### src/rtl/transmit_protocol_pkg.sv
// transmit_protocol_pkg: constants and state encodings shared by the serial transmitter and receiver
package transmit_protocol_pkg;
  localparam int PKT_W = 55;
  localparam int SYNC_LEN = 6;
  localparam logic [SYNC_LEN-1:0] SYNC_SEQ = 6'b011111;
  typedef enum logic [3:0] {
    IDLE = 4'b0001,
    SYNC = 4'b0010,
    SEND = 4'b0100,
    GAP  = 4'b1000
  } state_t;
  function automatic logic sync_bit(input logic [2:0] i);
    return SYNC_SEQ[3'(SYNC_LEN-1) - i];
  endfunction
endpackage

### src/rtl/transmit_protocol_tx_piso_shreg.sv
// tx_piso_shreg: parallel-load, MSB-first shift register with load/shift enables
module tx_piso_shreg #(
  parameter int W = 55
) (
  input  logic         clk,
  input  logic         rst,
  input  logic         load,
  input  logic         shift,
  input  logic [W-1:0] d,
  output logic         msb
);
  logic [W-1:0] sh_q, sh_d;
  always_comb sh_d = load ? d : shift ? {sh_q[W-2:0], 1'b0} : sh_q;
  always_ff @(posedge clk)
    if (rst) sh_q <= '0;
    else sh_q <= sh_d;
  assign msb = sh_q[W-1];
endmodule

### src/rtl/transmit_protocol.sv
// transmit_protocol: frames packets as sync preamble + MSB-first data + idle-high gap on S_Data
// Define TX_HOLD_EN to add a one-entry hold buffer allowing gapless back-to-back frames.
module transmit_protocol
  import transmit_protocol_pkg::*;
#(
  parameter int GAP_LEN = 2
) (
  input  logic             clk,
  input  logic             rst,
  input  logic [PKT_W-1:0] packet_in,
  input  logic             send,
  output logic             tx_ready,
  output logic             S_Data,
  output logic             tx_done
);
  state_t state_q, state_d;
  logic [6:0] cnt_q, cnt_d;
  logic s_data_q, s_data_d;
  logic load, shift, accept, drain, msb;
  logic [PKT_W-1:0] load_data;
  logic gap_end;
  assign accept = send && tx_ready;
  assign gap_end = state_q == GAP && cnt_q == 7'(GAP_LEN-1);
`ifdef TX_HOLD_EN
  logic [PKT_W-1:0] hold_q, hold_d;
  logic hold_valid_q, hold_valid_d;
  assign tx_ready = !hold_valid_q;
  assign drain = gap_end && hold_valid_q;
  assign load_data = state_q == IDLE ? packet_in : hold_q;
  always_comb begin
    hold_d = accept && state_q != IDLE ? packet_in : hold_q;
    hold_valid_d = accept && state_q != IDLE ? 1'b1 : drain ? 1'b0 : hold_valid_q;
  end
  always_ff @(posedge clk)
    if (rst) begin
      hold_q <= '0;
      hold_valid_q <= 1'b0;
    end else begin
      hold_q <= hold_d;
      hold_valid_q <= hold_valid_d;
    end
`else
  assign tx_ready = state_q == IDLE;
  assign drain = 1'b0;
  assign load_data = packet_in;
`endif
  // s_data_d is the bit for the next cycle, so S_Data stays a clean flop output
  always_comb begin
    state_d = state_q;
    cnt_d = cnt_q;
    s_data_d = 1'b1;
    load = 1'b0;
    shift = 1'b0;
    unique case (state_q)
      IDLE: if (accept) begin
        state_d = SYNC;
        cnt_d = '0;
        load = 1'b1;
        s_data_d = sync_bit(3'd0);
      end
      SYNC: if (cnt_q == 7'(SYNC_LEN-1)) begin
        state_d = SEND;
        cnt_d = 7'(PKT_W-1);
        s_data_d = msb;
        shift = 1'b1;
      end else begin
        cnt_d = cnt_q + 7'd1;
        s_data_d = sync_bit(cnt_q[2:0] + 3'd1);
      end
      SEND: if (cnt_q == '0) begin
        state_d = GAP;
        cnt_d = '0;
      end else begin
        cnt_d = cnt_q - 7'd1;
        s_data_d = msb;
        shift = 1'b1;
      end
      GAP: if (gap_end) begin
        state_d = drain ? SYNC : IDLE;
        cnt_d = '0;
        load = drain;
        s_data_d = drain ? sync_bit(3'd0) : 1'b1;
      end else cnt_d = cnt_q + 7'd1;
      default: state_d = IDLE;
    endcase
  end
  always_ff @(posedge clk)
    if (rst) begin
      state_q <= IDLE;
      cnt_q <= '0;
      s_data_q <= 1'b1;
    end else begin
      state_q <= state_d;
      cnt_q <= cnt_d;
      s_data_q <= s_data_d;
    end
  tx_piso_shreg #(.W(PKT_W)) u_shreg (
    .clk(clk),
    .rst(rst),
    .load(load),
    .shift(shift),
    .d(load_data),
    .msb(msb)
  );
  assign S_Data = s_data_q;
  assign tx_done = state_q == GAP && cnt_q == '0;
endmodule

### config.mk
export PLATFORM = sky130hd
export DESIGN_NAME = transmit_protocol
export DESIGN_NICKNAME = d
export VERILOG_FILES = /design/src/rtl/transmit_protocol_pkg.sv /design/src/rtl/transmit_protocol_tx_piso_shreg.sv /design/src/rtl/transmit_protocol.sv
export SDC_FILE = /design/constraint.sdc
export NUM_CORES = 1
export LEC_CHECK = 0
export CAP_MARGIN = 40
export CORE_UTILIZATION = 35
export CTS_CLUSTER_DIAMETER = 120
export CTS_CLUSTER_SIZE = 16
export DETAILED_ROUTE_END_ITERATION = 10
export GPL_TIMING_DRIVEN = 1
export PLACE_DENSITY = 0.65
export SETUP_SLACK_MARGIN = 0.02
export SYNTH_ARGS = -nofsm -noshare
export SYNTH_HDL_FRONTEND = slang
export SYNTH_HIERARCHICAL = 1
export SYNTH_SLANG_ARGS = --single-unit
### constraint.sdc
create_clock -name clk -period 2.82 [get_ports clk]
set_input_delay 0.564 -clock clk [delete_from_list [all_inputs] [get_ports clk]]
set_output_delay 0.564 -clock clk [all_outputs]
set_load 0.005 [all_outputs]
==> impl_results.md <==
- IO buf count: 60
- Clk Latency, worst-skew pair: 0.34 ns
- Fin Setup TNS: 0 ns
- R2R cell count: 9
- Sw Share: 0.2489
- Slowest Stage Delay on Critical Path: 0.33 ns
- Clock-pin slew on the worst setup and hold paths: 0.07 ns
- Global route overflow: 0
- Pin slew with the least headroom to its limit: 0.5636 ns
- Finished Layout Cells: 561
- Relative slew margins: 0.6233
- Initial Utilization: 0.3617
- Setup crit end kind: register
- Worst-case clock buffer depth: 2
- Syn nets: 427
- Pin count of the biggest net entering global routing: 50
- 1st-pass router iterations: 4
- ANT cells: 0
- CTS tree: built
- Top cell type's share of synthesized area: 0.3776
- Cells after Synth: 366
- Final Hold Violating Endpoints: 0
- Total number of vias: 2837
- Post-route ant nets: 0
- Pleak: 1.445 nW
- Initial antenna violation count: 0
- VDD IR max: 295.4 uV
- FP Rows: 36
- Final instance area: 4479 sq um
- Cell Pwr Density: 510.1 nW/um^2
- Final setup fails: 0
- Area leader, netlist: dfxtp_1
- Clock skew: 0.01016 ns
- Worst Hold Class: register to register
- CTS buffer count: 9
- Seq cells post-synth: 67
- Htree depth: 3
- Post-Synthesis Cell Area: 3552 sq um
- Seq/Total Area, Yosys: 0.3776
- Vias in the first global route: 2656
- Flop pwr share: 0.468
- Nets: 485
- Mean post-synth cell area: 9.705 sq um
- Slowest stage cell, crit path: dfxtp_1
- Die X: 102.7 microns
- RSZ-0062 raised after global routing: false
- Drt first-iter violations: 131
- Req. time, crit path: 3.05 ns
- Die area: 10560 sq um
- Tcrit/Tclk final: 0.8512
- Synth-to-layout area growth: 26.10%
- Num ports: 61
- Yosys warning total: 6
- Sw power: 0.0005687 W
- Dpl cell area: 4254 sq um
- Vias/cell: 5.057
- Power, Total: 0.002285 W
- Chip Height: 102.7 microns
- Drt total wl: 7842 microns
- Inst Count DP: 546
- Hold path depth: 2
- R2R Setup Slk: 0.42 ns
- Setup Buffers After CTS: 0
- Core Area: 9819 sq um
- Post-route minimum period: 2.400 ns
- Post-synth top flop: dfxtp_1
- GPL Wtd Cong: 0.8556
- Post-detail-place hpwl: 5386 microns
- Top post-synthesis cells by area: dfxtp_1 38%, mux2i_1 15%, a211oi_1 11%
- Status: completed
- CP Class: register to register
- Clock sink count: 67
- Startpoint type of the worst setup path: register
- Max Fclk: 416.6 MHz
- Netlist cell types: 49
- Fraction of layout cells with a size suffix above 1: 0.1075
- Max FO, Critical Path: 24
- Clock network power share: 0.380
- Ys async rst share: 0
- DRC viols: 0
- EDFF count, synth: 0
- Root Buffer: clkbuf_8
- WL per Instance: 13.98 microns
- Int Pwr: 0.001716 W
- Max_cap viols: 0
- First-pass GRT wire length: 12840 microns
- CP Data Arrival Time: 2.63 ns
- Max-slew violations: 0
- Comb power frac: 0.151
- CP Cell Sequence: buf_4 -> ha_1 -> nor4b_2 -> nand3_1 -> nor2_1 -> or2_4 -> buf_12 -> mux2i_1 -> a211oi_1
- GRT Total Usage: 0.1573
- Fill count: 976
## critical path: cells and delay by family, from the launching register on
family | cells | cell delay, ns
muxes | 1 | 0.10
DFF | 1 | 0.33
and+or+nand+nor | 4 | 1.00
adders and majority gates | 1 | 0.15
AOI/OAI and AO/OA | 1 | 0.28
buffers and inverters | 2 | 0.41
## what timing repair did
| action | 4_1_cts | 5_1_grt |
|---|---|---|
| resized for setup | 0 | 3 |
| setup endpoints to repair | 0 | 1 |
| hold buffers | 0 | 0 |
| hold endpoints to repair | 0 | 0 |
## kinds of logic (layout without fill, tap and decap cells)
group / count (synthesis) / after routing / share of synthesized area
buffers and inverters: 35 / 97 / 0.07010
AND/OR/NAND/NOR: 111 / 111 / 0.1902
AO/OA/AOI/OAI: 92 / 92 / 0.1892
adder cells (fa/ha/maj): 3 / 3 / 0.01057
XOR/XNOR: 3 / 3 / 0.007398
flip-flops: 67 / 67 / 0.3776
multiplexers: 55 / 55 / 0.1550
## per-stage QoR
step | setup slack (ns) | utilization | hold slack, ns
floorplan | 0.6688 | - | 0.4325
global placement | 0.4288 | 0.4332 | 0.5076
detailed placement | 0.4104 | 0.4332 | 0.5079
CTS | 0.03578 | 0.4550 | 0.5239
global route | 0.1449 | 0.4562 | 0.5619
finish | 0.4195 | 0.4562 | 0.5298
## cells in the final DEF, fill, tap and decap left out, types with 3 or more instances in the layout
master,count
a211oi_1,54
a211oi_2,3
a21oi_1,14
buf_12,4
buf_4,11
clkbuf_8,9
clkdlybuf4s50_1,58
dfxtp_1,67
ha_1,3
inv_1,5
mux2i_1,55
nand2_1,8
nand2b_1,4
nand3_1,6
nor2_1,14
nor2b_1,55
nor3_1,4
o21ai_0,3
o22ai_1,3
## path summary, 6_finish.rpt
check                                start                             to
max                  cnt_q[0]$_SDFFE_PP0P_  u_shreg/sh_q[20]$_SDFFE_PP0P_
min reg2reg  u_shreg/sh_q[54]$_SDFFE_PP0P_              S_Data$_SDFF_PP1_
min          u_shreg/sh_q[54]$_SDFFE_PP0P_              S_Data$_SDFF_PP1_
max reg2reg          cnt_q[0]$_SDFFE_PP0P_  u_shreg/sh_q[20]$_SDFFE_PP0P_
## cell type report
| class | count | area, sq um | share of cell area |
|---|---|---|---|
| clock buffers | 9 | 123.9 | 0.02765 |
| clock inverters | 6 | 90.09 | 0.02011 |
| flip-flops and latches | 67 | 1341 | 0.2994 |
| inverters | 7 | 26.28 | 0.005866 |
| well taps | 133 | 166.4 | 0.03715 |
| repair buffers | 75 | 760.7 | 0.1698 |
| multi-input cells | 264 | 1971 | 0.4399 |
## registers in the layout (all words and copies together), names as in the netlist
name and count:
u_shreg/sh_q 55, cnt_q 7, state_q 4, S_Data 1
## power groups by stage
stage | logic (W) | registers (W) | clock network (W)
after floorplan | 0.000211 | 0.00108 | 0
after global placement | 0.000339 | 0.00109 | 0
after detailed placement | 0.000345 | 0.00109 | 0
after CTS | 0.000348 | 0.00107 | 0.000893
after global routing | 0.000381 | 0.00108 | 0.000937
final | 0.000346 | 0.00107 | 0.000869
## cell usage after synthesis (3+ instances only)
cell / n
a21oi_1: 14
nor2b_1: 55
nand3_1: 6
buf_2: 8
ha_1: 3
buf_12: 5
nor2_1: 14
o21ai_0: 3
clkbuf_1: 10
nand2b_1: 4
inv_1: 5
a211oi_1: 54
nand2_1: 8
buf_6: 3
mux2i_1: 55
dfxtp_1: 67
o22ai_1: 3
a211oi_2: 3
nor3_1: 5
## layer usage
metal | vias to the layer above | GRT usage | part of all wire
li1 | 1455 | - | -
met1 | 1296 | 0.2223 | 0.51
met2 | 74 | 0.2267 | 0.43
met3 | 12 | 0.03119 | 0.042
met4 | 0 | 0.07801 | 0.020
met5 | - | 0 | 0
No activity file was read; power rests on OpenSTA's default activity.
